[config.mk]
export PLATFORM = sky130hd
export DESIGN_NAME = puf_resp_reader
export DESIGN_NICKNAME = d
export VERILOG_FILES = /design/src/rtl/puf_resp_reader.sv
export SDC_FILE = /design/constraint.sdc
export NUM_CORES = 1
export LEC_CHECK = 0
export BUFFER_PORTS_ARGS = -buffer_cell sky130_fd_sc_hd__buf_2
export CAP_MARGIN = 25
export CORE_MARGIN = 4
export CORE_UTILIZATION = 40
export CTS_CLUSTER_DIAMETER = 100
export DETAILED_ROUTE_END_ITERATION = 16
export GPL_ROUTABILITY_DRIVEN = 0
export SKIP_CTS_REPAIR_TIMING = 1
export SLEW_MARGIN = 0
export SYNTH_ARGS = -nofsm -noshare
export SYNTH_HDL_FRONTEND = slang
export SYNTH_SLANG_ARGS = --single-unit
[constraint.sdc]
create_clock -name clk -period 2 [get_ports clk]
set_input_delay 0.2 -clock clk [delete_from_list [all_inputs] [get_ports clk]]
set_output_delay 0.2 -clock clk [all_outputs]
set_load 0.005 [all_outputs]
[src/rtl/puf_resp_reader.sv]
// puf_resp_reader: system-clock reader for two PUF ring-oscillator/counter pairs.
// Each evaluation clears both counters, enables them, waits for both count-valid
// flags (2-flop synchronised), captures the counts and derives one response bit
// (count_a > count_b). RESP_BITS bits form a word offered on a valid/ready output.
module puf_resp_reader #(
  parameter int unsigned CNT_BIT_SIZE = 5,
  parameter int unsigned RESP_BITS    = 8,
  parameter int unsigned CLR_CYCLES   = 2,
  parameter int unsigned TIMEOUT      = 1023
) (
  input  logic                    clk,
  input  logic                    rst_n,
  input  logic                    i_start,
  output logic                    o_busy,
  output logic                    o_puf_en,
  output logic                    o_puf_rst_n,
  input  logic                    i_valid_a,
  input  logic [CNT_BIT_SIZE-1:0] i_count_a,
  input  logic                    i_valid_b,
  input  logic [CNT_BIT_SIZE-1:0] i_count_b,
  output logic [RESP_BITS-1:0]    o_resp,
  output logic                    o_resp_valid,
  input  logic                    i_resp_ready,
  output logic                    o_tie,
  output logic                    o_timeout
);

  localparam int unsigned IdxW = (RESP_BITS > 1) ? $clog2(RESP_BITS) : 1;
  localparam int unsigned ClrW = $clog2(CLR_CYCLES + 1);
  localparam int unsigned ToW  = $clog2(TIMEOUT + 1);

  localparam logic [IdxW-1:0] IdxLast = IdxW'(RESP_BITS - 1);
  localparam logic [ClrW-1:0] ClrLast = ClrW'(CLR_CYCLES - 1);
  localparam logic [ToW-1:0]  ToLast  = ToW'(TIMEOUT - 1);

  localparam logic [2:0] StIdle   = 3'd0;
  localparam logic [2:0] StClr    = 3'd1;
  localparam logic [2:0] StRun    = 3'd2;
  localparam logic [2:0] StSample = 3'd3;
  localparam logic [2:0] StDone   = 3'd4;

  logic [2:0]              state_q, state_d;
  logic                    valid_a_meta_q, valid_a_sync_q;
  logic                    valid_b_meta_q, valid_b_sync_q;
  logic [ClrW-1:0]         clr_cnt_q, clr_cnt_d;
  logic [ToW-1:0]          to_cnt_q, to_cnt_d;
  logic [IdxW-1:0]         idx_q, idx_d;
  logic [RESP_BITS-1:0]    sreg_q, sreg_d;
  logic [RESP_BITS-1:0]    resp_q, resp_d;
  logic                    tie_q, tie_d;
  logic                    timeout_q, timeout_d;
  logic [CNT_BIT_SIZE-1:0] cnt_a_q, cnt_a_d;
  logic [CNT_BIT_SIZE-1:0] cnt_b_q, cnt_b_d;
  logic                    both_valid;

  // Two-flop synchronisers for the RO-domain valid flags; counts are not
  // synchronised because they are stable whenever their valid is high.
  always_ff @(posedge clk or negedge rst_n) begin
    if (!rst_n) begin
      valid_a_meta_q <= 1'b0;
      valid_a_sync_q <= 1'b0;
      valid_b_meta_q <= 1'b0;
      valid_b_sync_q <= 1'b0;
    end else begin
      valid_a_meta_q <= i_valid_a;
      valid_a_sync_q <= valid_a_meta_q;
      valid_b_meta_q <= i_valid_b;
      valid_b_sync_q <= valid_b_meta_q;
    end
  end

  assign both_valid = valid_a_sync_q & valid_b_sync_q;

  // Next-state and datapath decode for the evaluation sequence.
  always_comb begin
    state_d   = state_q;
    clr_cnt_d = clr_cnt_q;
    to_cnt_d  = to_cnt_q;
    idx_d     = idx_q;
    sreg_d    = sreg_q;
    resp_d    = resp_q;
    tie_d     = tie_q;
    timeout_d = 1'b0;
    cnt_a_d   = cnt_a_q;
    cnt_b_d   = cnt_b_q;

    unique case (state_q)
      StIdle: begin
        if (i_start) begin
          state_d   = StClr;
          clr_cnt_d = '0;
          idx_d     = '0;
          sreg_d    = '0;
          tie_d     = 1'b0;
        end
      end

      StClr: begin
        if (clr_cnt_q == ClrLast) begin
          state_d  = StRun;
          to_cnt_d = '0;
        end else begin
          clr_cnt_d = clr_cnt_q + 1'b1;
        end
      end

      StRun: begin
        to_cnt_d = to_cnt_q + 1'b1;
        // Valid takes priority over a coincident timeout.
        if (both_valid) begin
          state_d = StSample;
          cnt_a_d = i_count_a;
          cnt_b_d = i_count_b;
        end else if (to_cnt_q == ToLast) begin
          // Abort: partial bits are dropped, the last delivered word is kept.
          state_d   = StIdle;
          timeout_d = 1'b1;
        end
      end

      StSample: begin
        sreg_d[idx_q] = (cnt_a_q > cnt_b_q);
        if (cnt_a_q == cnt_b_q) begin
          tie_d = 1'b1;
        end
        idx_d = idx_q + 1'b1;
        if (idx_q == IdxLast) begin
          state_d = StDone;
          resp_d  = sreg_d;
        end else begin
          state_d   = StClr;
          clr_cnt_d = '0;
        end
      end

      StDone: begin
        if (i_resp_ready) begin
          state_d = StIdle;
        end
      end

      default: begin
        state_d = StIdle;
      end
    endcase
  end

  // State and datapath registers.
  always_ff @(posedge clk or negedge rst_n) begin
    if (!rst_n) begin
      state_q   <= StIdle;
      clr_cnt_q <= '0;
      to_cnt_q  <= '0;
      idx_q     <= '0;
      sreg_q    <= '0;
      resp_q    <= '0;
      tie_q     <= 1'b0;
      timeout_q <= 1'b0;
      cnt_a_q   <= '0;
      cnt_b_q   <= '0;
    end else begin
      state_q   <= state_d;
      clr_cnt_q <= clr_cnt_d;
      to_cnt_q  <= to_cnt_d;
      idx_q     <= idx_d;
      sreg_q    <= sreg_d;
      resp_q    <= resp_d;
      tie_q     <= tie_d;
      timeout_q <= timeout_d;
      cnt_a_q   <= cnt_a_d;
      cnt_b_q   <= cnt_b_d;
    end
  end

  // Counters stay out of reset through SAMPLE so captured counts remain valid;
  // they are only cleared in IDLE and CLR.
  assign o_busy       = (state_q != StIdle);
  assign o_puf_en     = (state_q == StRun);
  assign o_puf_rst_n  = (state_q == StRun) | (state_q == StSample) | (state_q == StDone);
  assign o_resp       = resp_q;
  assign o_resp_valid = (state_q == StDone);
  assign o_tie        = tie_q;
  assign o_timeout    = timeout_q;

endmodule

; ---- Word-level counts from Yosys, hierarchy flattened
; Cells that the tools add are included.
[op_classes]
reduce_logical = 13
muxes = 26
n_lt_le_gt_ge = 3
bitwise = 3
addsub = 3
eq_ne = 15
[ops]
columns = cell, n
row1 = 3-bit two-way mux, 7
row2 = 10-bit case mux with 2 select lines, 1
row3 = 8-bit case mux with 2 select lines, 1
row4 = 3-bit case mux with 5 select lines, 1
row5 = "10-bit by 1-bit adder with 10-bit output, second input constant", 1
row6 = "10-bit == test, second input constant", 1
row7 = 10-bit two-way mux, 1
row8 = "2-bit != test, second input constant", 5
row9 = 8-bit bitwise mux, 1
row10 = 8-bit two-way mux, 1
row11 = 2-bit AND reduction, 4
row12 = 4-bit AND reduction, 2
row13 = "3-bit by 2-bit == test with 1-bit output, second input constant", 2
row14 = "3-bit == test, second input constant", 2
row15 = 1-bit two-way mux, 6
row16 = 2-bit two-way mux, 3
row17 = 2-bit case mux with 3 select lines, 1
row18 = 3-bit case mux with 2 select lines, 1
row19 = 3-bit nonzero test, 2
row20 = 5-bit == test, 1
row21 = 5-bit > comparator, 1
row22 = "3-bit by 4-bit < comparator with 1-bit output, second input constant", 1
row23 = 2-bit nonzero test, 2
row24 = "3-bit by 1-bit adder with 3-bit output, second input constant", 1
row25 = other kinds (13), 14
[totals]
regBits = 50
out_inout_bits = 14

; ---- Depth between registers and ports, before layout
[logic_depth]
word_depth = 6
mapped_depth = 7
depth_no_buf = 6

; ---- Worst setup path after synthesis
; OpenSTA, ideal clock, no wires.
[synth_path]
kind = register to register
from = register cnt_a_q[4]
to = register sreg_q[0]
path_stages_with_launch = 6
setup_slack_ns = 0.329
n_path_buf = 0
period_less_slack_ns = 1.671
arrival_ns = 1.604
path_cell_list = dfrtp_1 ha_1 and3_1 and3_1 a211oi_2 a22o_1
[synth_via]
elab_chain_cells = 3
[synth_rtl]
columns = item, line_no
row1 = from (decl), 52  ; logic [CNT_BIT_SIZE-1:0] cnt_a_q, cnt_a_d;
row2 = from (signal assigned), 170  ; cnt_a_q <= cnt_a_d;
row3 = 5-bit > comparator, 122  ; sreg_d[idx_q] = (cnt_a_q > cnt_b_q);
row4 = 8-bit bitwise mux, 122
row5 = 8-bit case mux with 2 select lines, 87  ; unique case (state_q)
row6 = to (signal assigned), 166  ; sreg_q <= sreg_d;
row7 = to (decl), 48  ; logic [RESP_BITS-1:0] sreg_q, sreg_d;
; Every way passes these cells.
; A chain may end at the register's enable or synchronous reset.

; ---- Worst setup path after layout
[layout_path]
from = register cnt_a_q[4]
to = register resp_q[0], in the netlist o_resp[0]
[layout_via]
elab_chain_cells = 2
[layout_rtl]
columns = item, line_no
row1 = 5-bit > comparator, 122
row2 = 8-bit bitwise mux, 122
row3 = to (signal assigned), 167  ; resp_q <= resp_d;
row4 = to (decl), 49  ; logic [RESP_BITS-1:0] resp_q, resp_d;
; Every way passes these cells.

==> metrics.yaml <==
antenna_cells: 0
multi_input_area_mm2: 0.00110
setup_viol_count_final: 0
root_buffer: "clkbuf_8"
hold_class: "in -> reg"
route.detailed.drc: 0
min_period_ps: 1870
cts_tree: "done"
ios: 30
worst-slew-pin-transition_ps: 601
synth_nets: 257
clock_sinks: 50
track_usage_pct: 15.0
syn_to_final_growth_pct: 18.5
cts_max_level: 2
cts_max_path_buffers: 2
die_h_um: 86.5
start_util_pct: 41.4
arrival_ps: 2080
drt_iter0_drc: 101
grt_overflow: 0
syn_avg_cell_area_um2: 10.7
grtUsageMet1_pct: 20.9
hold_viol_final: 0
fmax_mhz: 534
io_buffers: 29
ys_ff_latch: 50
maxSlewHeadroom_pct: 59.9
holdWs_ps: 80.7
dp_hpwl_um: 3580
critPathMaxFanout: 8
clk_pin_slew_ps: 90
finish.utilization_pct: 49.1
yosys_warnings: 0
finalWorstSetupSlack_ps: 126
use_met2_pct: 23.3
dieArea_mm2: 0.00748
register_area_mm2: 0.00125
synth.distinct_cells: 51
vias: 1857
r2r_slack_ps: 130
required_ps: 2200
p_per_area_mw_per_mm2: 1100
rsz0062_at_grt: "no"
viasPerCell: 5.32
cts_inserted_buffers: 5
path_class: "reg -> reg"
dr.pass1.iters: 4
grt.busiest_layer: "met2"
wl_per_cell_um: 14.7
drv_cap: 0
dp_slack_ps: 71.0
slowest_stage: "a211o_2"
wl_um: 5110
core_area_mm2: 0.00596
nets: 299
skew_ps: 6.71
grt_first_pass_wirelength_um: 8860
n_fill_cell: 582
outcome: "finished, final reports clean"
p_total_w: 0.00322
grt_pass1_vias: 1856
grt_max_degree: 31
cp_top_family: "compound AO/OA/AOI/OAI gates"
row_count: 28
drive_gt1_share_pct: 23.4
insertion_delay_ps: 310
yosysSeqAreaShare_pct: 50.8
post-route-period-util_pct: 93.7
crit_path_start_kind: "flip-flop"
grtUsageMet3_pct: 3.04
p_leak_nw: 1.44
postSynthCellCount: 231
syn_area_mm2: 0.00246
peakVddDrop_v: 0.000454
path_common_cell: "and3_1"
worstSetupEndpointType: "flip-flop"
crit_chain: "ha_1 > and3_1 > and3_1 > a211o_2 > o41ai_2"
antenna_found_initial: 0
max_stage_delay_ps: 410
tns_ps: 0
slew_viol_final: 0
cp.buffers_inverters: 0
ant_nets: 0
die_x_um: 86.5
[worst paths after layout]
path	startpoint	endpoint	depth (start not counted)
worst max register to register	cnt_a_q[4]$_DFFE_PN0P_	o_resp[0]$_DFFE_PN0P_	5
worst min register to register	valid_a_meta_q$_DFF_PN0_	valid_a_sync_q$_DFF_PN0_	0
min in group asynchronous	rst_n	to_cnt_q[7]$_DFFE_PN0P_	2
worst max-delay path	cnt_a_q[4]$_DFFE_PN0P_	o_resp[0]$_DFFE_PN0P_	5
max in group asynchronous	rst_n	o_resp[1]$_DFFE_PN0P_	3
worst min-delay path	i_resp_ready	state_q[2]$_DFFE_PN0P_	2
[final cells by class]
cell class	instances	share of cell area [%]
Sequential cell	50	42.8
Multi-Input combinational cell	158	37.8
Timing Repair Buffer	44	9.51
Tap cell	75	3.21
Clock buffer	5	2.36
Clock inverter	3	2.36
Inverter	14	1.97
[report_power, final]
part | switching [W] | leakage, nW | internal [W]
Sequential | 0.000103 | 0.661 | 0.00120
Combinational | 0.000631 | 0.706 | 0.000444
Clock | 0.000344 | 0.0683 | 0.000501
[routing by layer]
| metal | vias to the layer above | share of wire, % | routed length, µm |
|---|---|---|---|
| met4 | 0 | 1.2 | 62 |
| met3 | 5 | 3.1 | 157 |
| met1 | 902 | 49 | 2490 |
| met5 | - | 0 | 0 |
| li1 | 922 | - | - |
| met2 | 28 | 47 | 2400 |
[state kept, by name, summed over array words and instances, names as in the netlist]
| register | count |
|---|---|
| sreg_q | 8 |
| to_cnt_q | 10 |
| idx_q | 3 |
| valid_a_sync_q | 1 |
| clr_cnt_q | 2 |
| cnt_a_q | 5 |
| o_timeout | 1 |
| valid_b_meta_q | 1 |
| cnt_b_q | 5 |
| valid_b_sync_q | 1 |
| o_tie | 1 |
| state_q | 3 |
| valid_a_meta_q | 1 |
| o_resp | 8 |
[metrics by stage]
| step | cells | cell area, µm² |
|---|---|---|
| finish | 349 | 2920 |
| global route | 349 | 2920 |
| CTS | 346 | 2880 |
| detailed placement | 338 | 2750 |
| floorplan | 231 | 2460 |
| global placement | 338 | 2750 |
[cell usage after synthesis, drive strengths merged]
cell,number,area share [%]
a21oi,4,0.81
or3b,2,0.71
o41ai,1,0.66
a22o,10,3.6
mux2i,3,1.2
o21a,1,0.30
clkbuf,3,0.46
clkinv,1,0.36
nor3b,3,0.91
nand3b,2,0.61
o22ai,1,0.25
a211o,1,0.36
or3,2,0.51
nand4b,1,0.61
nor2b,3,0.76
nor3,2,0.61
ha,10,5.1
a31oi,3,1.0
a22oi,7,2.1
inv,13,2.0
mux2,5,2.3
and3,5,1.3
o2bb2ai,1,0.36
buf,6,2.0
o21ai,34,6.9
o31ai,3,1.1
a21o,1,0.30
o211ai,3,1.1
nand2,20,3.1
and4,1,0.36
nand3,5,1.0
nor2,14,2.8
or2,2,0.51
and3b,2,0.71
a211oi,2,0.81
nand4,3,1.4
nor4,1,0.25
dfrtp,50,51
[cells in the final DEF (no fill, tap or decap), types with 2 or more instances in the layout]
| cell type | netlist | layout |
|---|---|---|
| a21oi_1 | 4 | 4 |
| a22o_1 | 10 | 10 |
| a22oi_1 | 7 | 7 |
| a31oi_1 | 2 | 2 |
| and3_1 | 5 | 5 |
| and3b_1 | 2 | 2 |
| buf_2 | 1 | 29 |
| buf_4 | 1 | 11 |
| bufinv_16 | 0 | 2 |
| clkbuf_8 | 0 | 5 |
| clkinv_4 | 1 | 2 |
| dfrtp_1 | 50 | 50 |
| dlygate4sd3_1 | 0 | 3 |
| ha_1 | 10 | 10 |
| inv_1 | 13 | 13 |
| mux2_1 | 5 | 5 |
| mux2i_1 | 3 | 3 |
| nand2_1 | 19 | 19 |
| nand3_1 | 5 | 5 |
| nand3b_1 | 2 | 2 |
| nand4_1 | 2 | 2 |
| nor2_1 | 13 | 13 |
| nor2b_1 | 3 | 3 |
| nor3b_1 | 3 | 3 |
| o211ai_1 | 2 | 2 |
| o21ai_0 | 29 | 28 |
| o21ai_1 | 5 | 6 |
| o31ai_1 | 2 | 2 |
| or2_2 | 2 | 2 |
| or3_1 | 2 | 2 |
[worst register-to-register path: stages (launching register included)]
cell and delay [ps]:
dfrtp_1 390, ha_1 310, and3_1 200, and3_1 230, a211o_2 410, o41ai_2 230
[logic make-up (layout without fill, tap and decap cells)]
group | after synthesis | after routing | synth area share, %
adders and majority gates | 10 | 10 | 5.08
muxes | 8 | 8 | 3.50
AOI/OAI and AO/OA | 72 | 72 | 19.7
and+or+nand+nor | 68 | 68 | 16.1
DFF | 50 | 50 | 50.8
buffers and inverters | 23 | 66 | 4.82
No activity file was read; power rests on OpenSTA's default activity.
